==> src/rtl/storage_spi_pkg.sv <==
// storage_spi_pkg: opcodes, frame geometry and FSM state type for the storage flash SPI master
package storage_spi_pkg;

    localparam logic [7:0] OP_READ = 8'h03;
    localparam logic [7:0] OP_PP   = 8'h02;
    localparam logic [7:0] OP_WREN = 8'h06;

    localparam int CMD_BITS   = 8;
    localparam int ADDR_BITS  = 24;
    localparam int DATA_BITS  = 32;
    localparam int FRAME_BITS = CMD_BITS + ADDR_BITS + DATA_BITS;

    typedef enum logic [2:0] {IDLE, WREN, WGAP, FRAME, DONE, GAP} state_t;

endpackage

==> src/rtl/storage_spi_master_spi_sck_divider.sv <==
// spi_sck_divider: SCK generator; toggles every CLK_DIV clks and flags the edge about to happen
module spi_sck_divider #(
    parameter int CLK_DIV = 2
) (
    input  logic clk,
    input  logic rst,
    input  logic clr,
    input  logic en,
    output logic sck,
    output logic rise_strb,
    output logic fall_strb
);

    localparam int CW = $clog2(CLK_DIV + 1);

    logic [CW-1:0] cnt;
    logic          tick;

    assign tick      = en && !clr && (cnt == CW'(CLK_DIV - 1));
    assign rise_strb = tick && !sck;
    assign fall_strb = tick && sck;

    // half-period counter; sck flips whenever the counter wraps, clear parks sck low
    always_ff @(posedge clk or negedge rst) begin
        if (!rst) begin
            cnt <= '0;
            sck <= 1'b0;
        end else if (clr) begin
            cnt <= '0;
            sck <= 1'b0;
        end else if (en) begin
            cnt <= tick ? '0 : cnt + 1'b1;
            sck <= sck ^ tick;
        end
    end

endmodule

==> src/rtl/storage_spi_master.sv <==
// storage_spi_master: SPI mode-0 master running single-word read / WREN+page-program transactions
module storage_spi_master
    import storage_spi_pkg::*;
#(
    parameter int         CLK_DIV     = 2,
    parameter int         CS_GAP      = 2,
    parameter logic [7:0] READ_OPCODE = OP_READ,
    parameter logic [7:0] PP_OPCODE   = OP_PP,
    parameter logic [7:0] WREN_OPCODE = OP_WREN
) (
    input  logic        clk,
    input  logic        rst,
    input  logic        req_valid,
    output logic        req_ready,
    input  logic        req_write,
    input  logic [23:0] req_addr,
    input  logic [31:0] req_wdata,
    input  logic        abort,
    output logic        rsp_valid,
    output logic [31:0] rsp_rdata,
    output logic        spi_cs_n,
    output logic        spi_sck,
    output logic        spi_mosi,
    input  logic        spi_miso
);

    localparam int GW = $clog2(CS_GAP + 1);

    state_t                    state;
    logic                      ready_q;
    logic                      write_q;
    logic [ADDR_BITS-1:0]      addr_q;
    logic [DATA_BITS-1:0]      wdata_q;
    logic [FRAME_BITS-1:0]     tx;
    logic [DATA_BITS-1:0]      rx;
    logic [5:0]                bit_cnt;
    logic [GW-1:0]             gap_cnt;
    logic                      active;
    logic                      rise_strb;
    logic                      fall_strb;

    // abort wins over a same-cycle accept, so it also masks ready
    assign req_ready = ready_q && !abort;
    assign active    = (state == WREN) || (state == FRAME);

    spi_sck_divider #(.CLK_DIV(CLK_DIV)) u_div (
        .clk       (clk),
        .rst       (rst),
        .clr       (abort || !active),
        .en        (active),
        .sck       (spi_sck),
        .rise_strb (rise_strb),
        .fall_strb (fall_strb)
    );

    // transaction FSM: frame sequencing, MOSI shifting, MISO capture and response
    always_ff @(posedge clk or negedge rst) begin
        if (!rst) begin
            state     <= IDLE;
            ready_q   <= 1'b1;
            spi_cs_n  <= 1'b1;
            spi_mosi  <= 1'b0;
            rsp_valid <= 1'b0;
            rsp_rdata <= '0;
            write_q   <= 1'b0;
            addr_q    <= '0;
            wdata_q   <= '0;
            tx        <= '0;
            rx        <= '0;
            bit_cnt   <= '0;
            gap_cnt   <= '0;
        end else if (abort) begin
            state     <= IDLE;
            ready_q   <= 1'b1;
            spi_cs_n  <= 1'b1;
            spi_mosi  <= 1'b0;
            rsp_valid <= 1'b0;
            bit_cnt   <= '0;
            gap_cnt   <= '0;
        end else begin
            rsp_valid <= 1'b0;
            if (rise_strb)
                rx <= {rx[DATA_BITS-2:0], spi_miso};
            case (state)
                IDLE: begin
                    if (req_valid && req_ready) begin
                        write_q  <= req_write;
                        addr_q   <= req_addr;
                        wdata_q  <= req_wdata;
                        ready_q  <= 1'b0;
                        spi_cs_n <= 1'b0;
                        bit_cnt  <= '0;
                        tx       <= req_write ? {WREN_OPCODE, {(FRAME_BITS-CMD_BITS){1'b0}}}
                                              : {READ_OPCODE, req_addr, {DATA_BITS{1'b0}}};
                        spi_mosi <= req_write ? WREN_OPCODE[7] : READ_OPCODE[7];
                        state    <= req_write ? WREN : FRAME;
                    end
                end
                WREN: begin
                    if (fall_strb) begin
                        if (bit_cnt == 6'(CMD_BITS - 1)) begin
                            spi_cs_n <= 1'b1;
                            spi_mosi <= 1'b0;
                            gap_cnt  <= '0;
                            state    <= WGAP;
                        end else begin
                            bit_cnt  <= bit_cnt + 1'b1;
                            tx       <= tx << 1;
                            spi_mosi <= tx[FRAME_BITS-2];
                        end
                    end
                end
                WGAP: begin
                    if (gap_cnt == GW'(CS_GAP - 1)) begin
                        spi_cs_n <= 1'b0;
                        bit_cnt  <= '0;
                        tx       <= {PP_OPCODE, addr_q, wdata_q};
                        spi_mosi <= PP_OPCODE[7];
                        state    <= FRAME;
                    end else begin
                        gap_cnt <= gap_cnt + 1'b1;
                    end
                end
                FRAME: begin
                    if (fall_strb) begin
                        if (bit_cnt == 6'(FRAME_BITS - 1)) begin
                            spi_cs_n  <= 1'b1;
                            spi_mosi  <= 1'b0;
                            rsp_valid <= 1'b1;
                            rsp_rdata <= write_q ? '0 : rx;
                            state     <= DONE;
                        end else begin
                            bit_cnt  <= bit_cnt + 1'b1;
                            tx       <= tx << 1;
                            spi_mosi <= tx[FRAME_BITS-2];
                        end
                    end
                end
                DONE: begin
                    gap_cnt <= '0;
                    state   <= GAP;
                end
                GAP: begin
                    if (gap_cnt == GW'(CS_GAP - 1)) begin
                        ready_q <= 1'b1;
                        state   <= IDLE;
                    end else begin
                        gap_cnt <= gap_cnt + 1'b1;
                    end
                end
                default: state <= IDLE;
            endcase
        end
    end

endmodule

==> config.mk <==
export PLATFORM = sky130hd
export DESIGN_NAME = storage_spi_master
export DESIGN_NICKNAME = d
export VERILOG_FILES = /design/src/rtl/storage_spi_pkg.sv /design/src/rtl/storage_spi_master_spi_sck_divider.sv /design/src/rtl/storage_spi_master.sv
export SDC_FILE = /design/constraint.sdc
export NUM_CORES = 1
export LEC_CHECK = 0
export ABC_CLOCK_PERIOD_IN_PS = 4019
export CORE_MARGIN = 1.5
export CORE_UTILIZATION = 57
export CTS_CLUSTER_DIAMETER = 80
export DETAILED_ROUTE_END_ITERATION = 10
export PLACE_DENSITY = 0.89
export SLEW_MARGIN = 30
export SYNTH_ARGS = -nofsm -noshare
export SYNTH_HDL_FRONTEND = slang
export SYNTH_HIERARCHICAL = 1
export SYNTH_SLANG_ARGS = --single-unit
==> constraint.sdc <==
create_clock -name clk -period 4.02 [get_ports clk]
set_clock_uncertainty 0.2 [all_clocks]
set_input_delay 0.804 -clock clk [delete_from_list [all_inputs] [get_ports clk]]
set_output_delay 0.804 -clock clk [all_outputs]
set_load 0.005 [all_outputs]
### Word-level counts from Yosys, hierarchy flattened

Cells that the tools add are included.

| cells by class | value |
|---|---|
| add/sub/neg operators | 3 |
| eq/ne operators | 25 |
| mux-type cells | 58 |
| bitwise gates (word level) | 2 |
| reductions and logical operators | 29 |

Operator list:

| cell | count |
|---|---|
| $mux 63 | 6 |
| $pmux 63 s4 | 1 |
| $mux 59 | 1 |
| $mux 6 | 7 |
| $mux 32 | 1 |
| $mux 3 | 8 |
| $ne 3x3->1 const B | 8 |
| $pmux 6 s4 | 1 |
| $reduce_and 7->1 | 3 |
| $mux 1 | 20 |
| $pmux 3 s6 | 1 |
| $mux 2 | 8 |
| $ne 2x2->1 const B | 6 |
| $pmux 1 s4 | 2 |
| $reduce_and 4->1 | 2 |
| $reduce_and 8->1 | 1 |
| $reduce_bool 4->1 | 2 |
| $add 6x1->6 const B | 1 |
| $eq 3x2->1 const B | 2 |
| $eq 3x3->1 const B | 2 |
| $eq 6x3->1 const B | 1 |
| $eq 6x6->1 const B | 1 |
| $logic_and 1x1->1 | 6 |
| $ne 3x2->1 const B | 2 |
| other kinds (17) | 24 |

| storage, ports and cells | value |
|---|---|
| flip-flop bits (word level) | 202 |
| output and inout bits | 37 |
| logic and storage cells | 132 |

### Depth between registers and ports, before layout

Gate-level depths: netlist (run 1).

| depth | value |
|---|---|
| depth after elaboration | 11 |
| mapped depth | 12 |
| gate-level depth less buffers | 7 |

### Cells and area by module

The synthesis (run 1) kept the hierarchy.

Modules (own cells, without submodules):

| module | times used | cells each | area an instance (um^2) | seq. area each (um^2) |
|---|---|---|---|---|
| storage_spi_master | 1 | 719 | 8987.4 | 4982.3 |
| spi_sck_divider | 1 | 13 | 143.9 | 75.1 |

### Worst setup path after synthesis (run 1)

OpenSTA, ideal clock, no wires.

| timing | value |
|---|---|
| path type | flip-flop to flip-flop |
| start point | register state[0] |
| end point | register tx[32] |
| library setup time | 134 ps |
| arrival | 2881 ps |
| data required time | 3686 ps |
| path slack | 805 ps |
| stages on the path, launching flop included | 12 |
| buffers on the path | 4 |
| clock period less this slack | 3215 ps |
| cell sequence | dfrtp_1 -> buf_2 -> nor2b_1 -> clkbuf_1 -> buf_1 -> nand3b_1 -> nor3b_1 -> nor2b_1 -> a21o_1 -> nor4_4 -> buf_6 -> a22oi_2 |

| between the ends | value |
|---|---|
| word-level cells in the longest chain between the ends | 10 |
| elaborated cells on any way between the ends | 20 |
| classes of those cells | eq/ne (9); mux (1); reduce/logical (10) |

RTL lines:

| element | RTL line | source |
|---|---|---|
| start, declared | storage_spi_master.sv:29 | `state_t state;` |
| start signal, assigned | storage_spi_master.sv:96 | `state <= req_write ? WREN : FRAME;` |
| $eq 3x1->1 or $eq 3x2->1 (tied branches) | storage_spi_master.sv:44 | `assign active = (state == WREN) \|\| (state == FRAME);` |
| $logic_or 1x1->1 (*) | storage_spi_master.sv:44 |  |
| named net active | storage_spi_master.sv:38 | `logic active;` |
| $logic_not 1->1 | storage_spi_master.sv:49 | `.clr (abort \|\| !active),` |
| $logic_or 1x1->1 | storage_spi_master.sv:49 |  |
| $logic_not 1->1 | storage_spi_master_spi_sck_divider.sv:19 | `assign tick = en && !clr && (cnt == CW'(CLK_DIV - 1));` |
| $logic_and 1x1->1 (*) (2 in a row) | storage_spi_master_spi_sck_divider.sv:19 |  |
| $logic_and 1x1->1 (*) | storage_spi_master_spi_sck_divider.sv:21 | `assign fall_strb = tick && sck;` |
| named net fall_strb | storage_spi_master.sv:40 | `logic fall_strb;` |
| $ne 2x2->1 (no line) | -- |  |
| $reduce_and 8->1 (no line) (*) | -- |  |
| end signal, assigned | storage_spi_master.sv:93 | `tx <= req_write ? {WREN_OPCODE, {(FRAME_BITS-CMD_BITS){1'b0}}}` |
| end signal, assigned | storage_spi_master.sv:108 | `tx <= tx << 1;` |
| end signal, assigned | storage_spi_master.sv:117 | `tx <= {PP_OPCODE, addr_q, wdata_q};` |
| end, declared | storage_spi_master.sv:34 | `logic [FRAME_BITS-1:0] tx;` |

The timed path passes the listed nets; every way through them passes the cells marked *.
A chain may end at the register's enable or synchronous reset.

### Final worst setup path (run 1)

| timing | value |
|---|---|
| start point | register state[2] |
| end point | register tx[0] |

| between the ends | value |
|---|---|
| word-level cells in the longest chain between the ends | 10 |
| elaborated cells on any way between the ends | 20 |
| classes of those cells | eq/ne (9); mux (1); reduce/logical (10) |

RTL lines:

| element | RTL line |
|---|---|
| $eq 3x1->1 or $eq 3x2->1 (tied branches) | storage_spi_master.sv:44 |
| $logic_or 1x1->1 (*) | storage_spi_master.sv:44 |
| $logic_not 1->1 | storage_spi_master.sv:49 |
| $logic_or 1x1->1 | storage_spi_master.sv:49 |
| $logic_not 1->1 | storage_spi_master_spi_sck_divider.sv:19 |
| $logic_and 1x1->1 (*) (2 in a row) | storage_spi_master_spi_sck_divider.sv:19 |
| $logic_and 1x1->1 (*) | storage_spi_master_spi_sck_divider.sv:21 |
| named net fall_strb | storage_spi_master.sv:40 |
| $ne 2x2->1 (no line) | -- |
| $reduce_and 8->1 (no line) (*) | -- |

Marked as above.

==> results of run 1 <==
[final cells by class]
type / count / area, um^2
clock inverter: 5 / 28.8
clock buffer: 33 / 601
timing repair buffer: 114 / 1140
tap: 216 / 270
inverter: 16 / 60.1
multi-input combinational: 454 / 3630
fill: 1121 / 4980
sequential: 202 / 5060
[per-layer routing]
layer	vias up	GRT usage, %	part of all wire [%]
met2	183	40.2	52
li1	2826	-	-
met1	3170	30.0	42
met3	35	3.55	4.9
met5	-	0	0
met4	0	7.19	1.8
[how the worst max path moves through the flow]
| stage | from | endpoint | slack [ns] | cells after the start |
|---|---|---|---|---|
| 2_1_floorplan | state[0] | tx[32] | 0.80 | 11 |
| 3_3_place_gp | abort | tx[49] | 0.41 | 9 |
| 3_5_place_dp | abort | tx[0] | 0.39 | 9 |
| 4_1_cts | abort | req_ready | 0.88 | 4 |
| 5_1_grt | state[2] | rsp_rdata[28] | 0.63 | 8 |
| 6_report | state[2] | tx[0] | 0.86 | 8 |
[flip-flops by register name, indices dropped and copies added (netlist names)]
signal,flops
addr_q,24
spi_cs_n,1
u_div/sck,1
u_div/cnt,2
state,3
rsp_valid,1
wdata_q,32
bit_cnt,6
gap_cnt,2
ready_q,1
spi_mosi,1
tx,63
rx,32
write_q,1
rsp_rdata,32
[metrics by stage]
| step | cell area, um^2 | cells | hold slack [ns] | setup slack, ns |
|---|---|---|---|---|
| 2_1_floorplan | 9130 | 732 | 0.257 | 0.805 |
| 3_3_place_gp | 10100 | 1001 | 0.249 | 0.407 |
| 3_5_place_dp | 10200 | 1002 | 0.256 | 0.386 |
| 4_1_cts | 10800 | 1040 | 0.191 | 0.885 |
| 5_1_grt | 10800 | 1040 | 0.227 | 0.632 |
| 6_report | 10800 | 1040 | 0.173 | 0.858 |
[cell usage in the layout, fill, tap and decap left out, types with 3 or more instances in the layout]
cell type        Yosys  layout
nor2b_1              6       4
clkinv_2             0       4
a22oi_1             31      31
clkdlybuf4s50_1      0      97
buf_12               7       3
a22oi_2             56      56
clkbuf_1            28       9
or3_1                4       3
nor3_1               8       7
o22ai_1              6       6
nand2_1             78      78
buf_4                2      13
nand3b_1            33      33
a222oi_1            24      24
clkbuf_16            0      21
nand3_1              6       6
dfrtp_1            200     200
o21ai_0              3       3
nor2_1              60      60
a21oi_1              7       7
a31oi_1              3       3
inv_1               16      16
clkbuf_8             0       4
mux2_2              89      89
mux2i_1              3       3
[logic make-up after synthesis]
family / count (synthesis) / synth area share (%)
muxes: 93 / 11.5
AOI/OAI and AO/OA: 148 / 16.0
buffers and inverters: 76 / 5.22
DFF: 202 / 55.4
adders and majority gates: 2 / 0.274
xor gates and xnor gates: 1 / 0.0959
and+or+nand+nor: 210 / 11.5
[critical path, cell delays in order, from the launching register on]
cell and delay [ns]:
dfrtp_1 0.63, nor3b_2 0.40, inv_1 0.23, nor3b_1 0.46, nor2b_1 0.15, a21o_1 0.21, nor4_4 0.23, buf_12 0.31
mux2i_1 0.24
[power by group through the flow]
stage	sequential [mW]	clock [mW]	combinational, mW
5_1_grt	2.95	1.89	1.36
3_3_place_gp	2.87	0	1.17
6_report	2.89	1.77	1.24
2_1_floorplan	2.77	0	0.997
4_1_cts	2.88	1.81	1.25
3_5_place_dp	2.89	0	1.24
==> flow_summary.ini, run 1 <==
[outcome]
status = complete, no violations

[route]
num_vias = 6214
first_pass_iters = 9
drt_wl_total_um = 18600
routed_via_density = 5.98
drt_iter0_markers = 577
antenna_left = 0
drc_errors = 0
wl_per_cell_um = 17.9

[sta]
maxSlewViolCount = 0
worstMarginPinSlew_ns = 0.798
setup-tns-final_ns = 0
fmax_ghz = 0.316
hold_viol = 0
period_share_pct = 78.7
slew_headroom_pct = 46.8
setup_viol = 0
rsz0062_at_grt = no
fin_crit_ns = 3.16

[setup_path]
rr_endpoint = tx[0]
r2r-start = state[2]
regToRegSetupSlack_ns = 0.86
r2r_cells = 8
path_max_fanout = 44
start_kind = flip-flop
critPathArrivalTime_ns = 3.38
critical_path_required_ns = 4.23
path_class = flip-flop to flip-flop
end_kind = flip-flop

[cts]
cts-buffers-inserted = 21
root_buffer = clkbuf_16
clockBufferDepth = 3
postCtsSetupBuffers = 0
ctsHoldBuffers = 0
cts_tree = yes
post_cts_resize_count = 0
clk_pin_slew_ns = 0.06
cts_max_level = 1
insertion_delay_ns = 0.50
clkSinkCount = 202

[pwr]
peakVddDrop_mv = 0.352
share_seq_of_total_power_pct = 49.0
p_int_mw = 4.23
swShare_pct = 28.3
power_density_mw_per_mm2 = 547
comb_power_share_pct = 21.0
p_sw_mw = 1.67
p_leak_nw = 4.69
pwr-share-clk_pct = 30.0
p_total_mw = 5.90

[synth]
synthArstFlopShare_pct = 100
synth_common_cells = 200 x dfrtp_1, 89 x mux2_2, 78 x nand2_1
synthTopCellsByArea = dfrtp_1 55%, mux2_2 11%, a22oi_2 7.7%
syn_area_mm2 = 0.00913
synth_enable_flop_cells = 0
synth.largest_area_cell = dfrtp_1
ys_seq_elements = 202
synth_top_area_share_pct = 54.8
yosys_warnings = 6
synth_nets = 796
synth.avg_cell_area_um2 = 12.5
ys_seq_area_share_pct = 55.4
syn_inst = 732
synth.most_common_cell = dfrtp_1
synth.distinct_cells = 55
ys.flop_type = dfrtp_1

[die]
die_x_um = 130
fp.dieH_um = 130
dieArea_mm2 = 0.0168
rows = 46
initial_utilization_pct = 57.9
core_mm2 = 0.0158
ioPinCount = 99

[placement]
io_buffers = 98
place.detailed.hpwl_um = 11400
routabilityCongestion = 0.835

[job]
maxCapViolCount = 0

[finish]
drive_gt1_share_pct = 25.4
areaGrowthSynthToFinish_pct = 18.2
nets = 873
fin_util_pct = 68.4
diodes = 0

[global_route]
grt_pass1_vias = 6270
antenna_found_initial = 0
grt_remaining_overflow = 0
grt_max_degree = 92
track_usage_pct = 23.1
grt_pass1_wl_um = 31100

[hold_path]
hold_class = primary input to async pin
No activity file was read; power rests on OpenSTA's default activity.
==> run 2, diff against run 1 <==
--- a/config.mk
+++ b/config.mk
@@ -5,12 +5,12 @@
 export SDC_FILE = /design/constraint.sdc
 export NUM_CORES = 1
 export LEC_CHECK = 0
-export ABC_CLOCK_PERIOD_IN_PS = 4019
+export ABC_CLOCK_PERIOD_IN_PS = 2590
 export CORE_MARGIN = 1.5
-export CORE_UTILIZATION = 57
+export CORE_UTILIZATION = 51
 export CTS_CLUSTER_DIAMETER = 80
 export DETAILED_ROUTE_END_ITERATION = 10
-export PLACE_DENSITY = 0.89
+export PLACE_DENSITY = 0.85
 export SLEW_MARGIN = 30
 export SYNTH_ARGS = -nofsm -noshare
 export SYNTH_HDL_FRONTEND = slang
==> constraint.sdc (replaced) <==
create_clock -name clk -period 2.59 [get_ports clk]
set_clock_uncertainty 0.2 [all_clocks]
set_input_delay 0.518 -clock clk [delete_from_list [all_inputs] [get_ports clk]]
set_output_delay 0.518 -clock clk [all_outputs]
set_load 0.005 [all_outputs]
==> flow_summary.ini, run 2 (same netlist as run 1, synthesis figures left out) <==
[outcome]
status = complete, no violations

[die]
fp.dieH_um = 137
ioPinCount = 99
dieArea_mm2 = 0.0187
rows = 48
die_x_um = 137
initial_utilization_pct = 52.4
core_mm2 = 0.0174

[sta]
fmax_ghz = 0.410
worstMarginPinSlew_ns = 0.795
period_share_pct = 94.1
hold_viol = 0
maxSlewViolCount = 0
setup_viol = 0
rsz0062_at_grt = no
fin_ws_ns = 0.152
setup-tns-final_ns = 0
fin_crit_ns = 2.44
slew_headroom_pct = 47.0

[route]
antenna_left = 0
drt_iter0_markers = 516
drc_errors = 0
num_vias = 6329
wl_per_cell_um = 17.5
drt_wl_total_um = 18900
first_pass_iters = 5
routed_via_density = 5.87

[cts]
clkSinkCount = 202
clockBufferDepth = 3
clk_pin_slew_ns = 0.06
insertion_delay_ns = 0.49
root_buffer = clkbuf_16
cts-buffers-inserted = 22
postCtsSetupBuffers = 0
cts_tree = yes
cts_max_level = 1

[setup_path]
end_kind = flip-flop
cp_cell_sequence = clkdlybuf4s50_1, nor3b_2, inv_2, nor3b_2, nor2b_1, a21o_1, nor4_4, buf_12, buf_12, a22oi_2
critical_path_required_ns = 2.75
r2r_cells = 9
start_kind = primary input
critical-path-max-stage-delay_ns = 0.46
r2r-start = state[2]
critPathArrivalTime_ns = 2.60
rr_endpoint = tx[28]
regToRegSetupSlack_ns = 0.21
path_max_fanout = 14
critical_path.slowest_cell = clkdlybuf4s50_1
path_class = primary input to flip-flop

[finish]
top_register = tx
nets = 902
final_cell_mix = 200 x dfrtp_1, 96 x clkdlybuf4s50_1, 89 x mux2_2
drive_gt1_share_pct = 28.4
largest_reg_flops = 63
final_area_mm2 = 0.0113
final_common_cell = dfrtp_1
areaGrowthSynthToFinish_pct = 24.2

[job]
maxCapViolCount = 0

[placement]
io_buffers = 98
dp_slack_ns = -0.278
place_area_mm2 = 0.0106
routabilityCongestion = 0.812
place.detailed.hpwl_um = 12300

[global_route]
grt_max_degree = 65
grt_pass1_vias = 6470
antenna_found_initial = 1
grt_remaining_overflow = 0
track_usage_pct = 21.1
grt_pass1_wl_um = 32000

[hold_path]
hold_end = rsp_rdata[21]
hold_class = flip-flop to flip-flop
holdPathStages = 2
hold_start = rsp_rdata[21]

[pwr]
peakVddDrop_mv = 0.595
comb_power_share_pct = 21.1
power_density_mw_per_mm2 = 852
p_sw_mw = 2.67
pwr-share-clk_pct = 32.5
p_leak_nw = 4.95
p_int_mw = 6.99
p_total_mw = 9.66
swShare_pct = 27.7
share_seq_of_total_power_pct = 46.4
## run 2: per-layer routing
layer / vias to the layer above / track usage, % / share of wire, %
li1: 2891 / - / -
met5: - / 0 / 0
met2: 174 / 36.6 / 50
met1: 3233 / 27.8 / 43
met3: 31 / 3.70 / 5.0
met4: 0 / 4.74 / 1.7
## run 2: area by class of cell
type / instances / area, um^2
fillers: 1288 / 6080
diodes: 1 / 2.50
clock inverters: 6 / 83.8
inverters: 16 / 60.1
clock buffers: 33 / 643
repair buffers: 142 / 1560
multi-input cells: 454 / 3650
well taps: 225 / 282
flip-flops and latches: 202 / 5060
## run 2: worst max-delay path by stage
stage	startpoint	endpoint	slack, ns	cells after the start
after floorplan	abort	tx[32]	-0.22	9
after global placement	abort	tx[41]	-0.26	10
after detailed placement	abort	tx[46]	-0.28	10
after CTS	abort	req_ready	0.03	4
after global routing	abort	tx[46]	0.01	10
final	abort	tx[28]	0.15	10
## run 2: timing repair
| item | CTS | global route |
|---|---|---|
| hold buffers | 1 | 0 |
| setup endpoints to repair | 1 | 3 |
| hold endpoints to repair | 45 | 0 |
| resized for setup | 1 | 2 |
## run 2: critical path, delay by kind of cell
| kind | cells | cell delay (ns) |
|---|---|---|
| buffers and inverters | 4 | 0.90 |
| AND/OR/NAND/NOR | 4 | 0.89 |
| AO/OA/AOI/OAI | 2 | 0.28 |
## run 2: metrics by stage
step / util [%] / hold slack [ns] / instances
after detailed placement: 60.8 / 0.255 / 1038
after CTS: 65.0 / 0.269 / 1078
final: 65.1 / 0.262 / 1079
after floorplan: - / 0.0224 / 732
after global routing: 65.1 / 0.288 / 1078
after global placement: 60.8 / 0.249 / 1038
## run 2: power by group through the flow
| stage | Sequential (mW) | Clock (mW) | Combinational (mW) |
|---|---|---|---|
| final | 4.48 | 3.14 | 2.04 |
| after global routing | 4.57 | 3.31 | 2.24 |
| after CTS | 4.47 | 3.19 | 2.07 |
| after detailed placement | 4.51 | 0 | 2.05 |
| after global placement | 4.46 | 0 | 1.94 |
| after floorplan | 4.31 | 0 | 1.56 |
==> run 3, diff against run 2 <==
--- a/config.mk
+++ b/config.mk
@@ -5,7 +5,7 @@
 export SDC_FILE = /design/constraint.sdc
 export NUM_CORES = 1
 export LEC_CHECK = 0
-export ABC_CLOCK_PERIOD_IN_PS = 2590
+export ABC_CLOCK_PERIOD_IN_PS = 2100
 export CORE_MARGIN = 1.5
 export CORE_UTILIZATION = 51
 export CTS_CLUSTER_DIAMETER = 80
==> constraint.sdc (replaced) <==
create_clock -name clk -period 2.1 [get_ports clk]
set_clock_uncertainty 0.2 [all_clocks]
set_input_delay 0.42 -clock clk [delete_from_list [all_inputs] [get_ports clk]]
set_output_delay 0.42 -clock clk [all_outputs]
set_load 0.005 [all_outputs]
==> flow_summary.ini, run 3 (same netlist as run 1, synthesis figures left out) <==
[cts]
clkSinkCount = 202
cts-buffers-inserted = 22
clk_pin_slew_ns = 0.07
clockBufferDepth = 3
root_buffer = clkbuf_16
cts_max_level = 1
insertion_delay_ns = 0.51
cts_tree = yes

[sta]
holdWs_ns = 0.275
fmax_ghz = 0.390
maxSlewViolCount = 0
hold_viol = 0
period_share_pct = 122
setup_viol = 141
fin_crit_ns = 2.56
worstMarginPinSlew_ns = 0.840
fin_ws_ns = -0.462
rsz0062_at_grt = yes
slew_headroom_pct = 44.0

[setup_path]
start_kind = flip-flop
path_max_fanout = 8
critical_path_required_ns = 2.34
path_delay_family = simple AND/OR/NAND/NOR gates
critical_path.slowest_cell = dfrtp_2
crit_top_cell = buf_6
path_buf_inv = 5
critPathArrivalTime_ns = 2.80
end_kind = flip-flop
critical-path-max-stage-delay_ns = 0.46
path_class = flip-flop to flip-flop
cp_cell_sequence = nor3b_4, inv_2, nor3b_2, buf_4, nand3_4, buf_6, nor3_4, buf_6, buf_16, nand3b_1, nand2_2

[pwr]
peakVddDrop_mv = 0.713
power_density_mw_per_mm2 = 997
p_leak_nw = 5.59
p_total_mw = 12.8

[die]
rows = 48
initial_utilization_pct = 52.4
die_x_um = 137
fp.dieH_um = 137
ioPinCount = 99
core_mm2 = 0.0174
dieArea_mm2 = 0.0187

[placement]
io_buffers = 98
place.detailed.hpwl_um = 12700
routabilityCongestion = 0.806

[finish]
top_register = tx
final_cell_mix = 199 x dfrtp_1, 93 x clkdlybuf4s50_1, 59 x nor2_1
areaGrowthSynthToFinish_pct = 40.1
largest_reg_flops = 63
fillers = 1026
drive_gt1_share_pct = 38.5
final_common_cell = dfrtp_1
nets = 964

[global_route]
grt_remaining_overflow = 0
track_usage_pct = 26.9
grt_pass1_vias = 7359
grt_pass1_wl_um = 39200
grt_max_degree = 63
antenna_found_initial = 0

[route]
antenna_left = 0
drt_iter0_markers = 586
wl_per_cell_um = 23.3
routed_via_density = 6.21
drt_wl_total_um = 26600
drc_errors = 0
num_vias = 7097
first_pass_iters = 8

[hold_path]
hold_class = primary input to async pin

[outcome]
violations = setup timing
status = complete, but fails checks

[job]
maxCapViolCount = 0
[run 3: cell types whose count changed in the layout (fill, tap and decap cells not counted), moves of 5 or more]
cell	previous run	this run
mux2_2	89	57
mux2_4	1	33
nand2_1	78	58
buf_6	1	19
nand2_2	0	17
buf_4	23	38
clkbuf_16	23	32
buf_16	0	8
buf_12	19	26
o22ai_1	6	1
[run 3: routing by layer]
layer  wire length (um)  vias to the layer above  global-route usage [%]
met5                  0                        -                       0
met4               1090                        0                    9.24
met3               1320                       86                    3.48
met2              14100                      329                    48.0
met1              10000                     3670                    33.5
li1                   -                     3012                       -
[run 3: timing repair]
action | 4_1_cts | 5_1_grt
endpoints found under the hold margin | 55 | 0
hold buffers | 1 | 0
setup endpoints to repair | 199 | 142
cloned | 11 | 9
buffers inserted | 16 | 13
pin swaps | 35 | 53
gates resized for setup | 68 | 47
[run 3: worst paths after layout]
| check | startpoint | endpoint | slack [ns] | cells past startpoint |
|---|---|---|---|---|
| worst max register to register | state[2] | rsp_rdata[29] | -0.46 | 11 |
| worst min-delay path | rst | rsp_rdata[20] | 0.28 | 2 |
| min in group clk | rsp_rdata[6] | rsp_rdata[6] | 0.28 | 2 |
| worst min register to register | rsp_rdata[6] | rsp_rdata[6] | 0.28 | 2 |
| max in group asynchronous | rst | ready_q | 0.75 | 3 |
| worst max-delay path | state[2] | rsp_rdata[29] | -0.46 | 11 |
[run 3: cell type report]
cell class,instances,area [um^2],area share [%]
multi-input cells,455,4080,31.9
repair buffers,203,2510,19.6
flip-flops and latches,202,5060,39.6
well taps,225,282,2.20
diodes,1,2.50,0.0196
clock inverters,6,111,0.871
inverters,16,60.1,0.470
clock buffers,34,687,5.37
[run 3: worst register-to-register path: stages, from the launching register on]
cell,delay [ns]
dfrtp_2,0.46
nor3b_4,0.30
inv_2,0.09
nor3b_2,0.24
buf_4,0.18
nand3_4,0.07
buf_6,0.13
nor3_4,0.22
buf_6,0.17
buf_16,0.13
nand3b_1,0.15
nand2_2,0.13
[run 3: where the power goes]
part	switching (mW)	internal [mW]	total, mW
clock network	1.63	2.62	4.26
registers	0.716	4.89	5.60
logic	1.36	1.53	2.89
total	3.71	9.04	12.8
[run 3: per-stage QoR]
step	std cells	worst slack, ns	util [%]	instance area (um^2)	TNS (ns)
after floorplan	732	-0.703	-	9350	-64.99
after global placement	1056	-0.636	62.5	10900	-101.34
after detailed placement	1056	-0.675	62.5	10900	-105.22
after CTS	1124	-0.249	71.2	12400	-21.20
after global routing	1141	-0.483	73.4	12800	-50.51
final	1142	-0.462	73.4	12800	-43.58
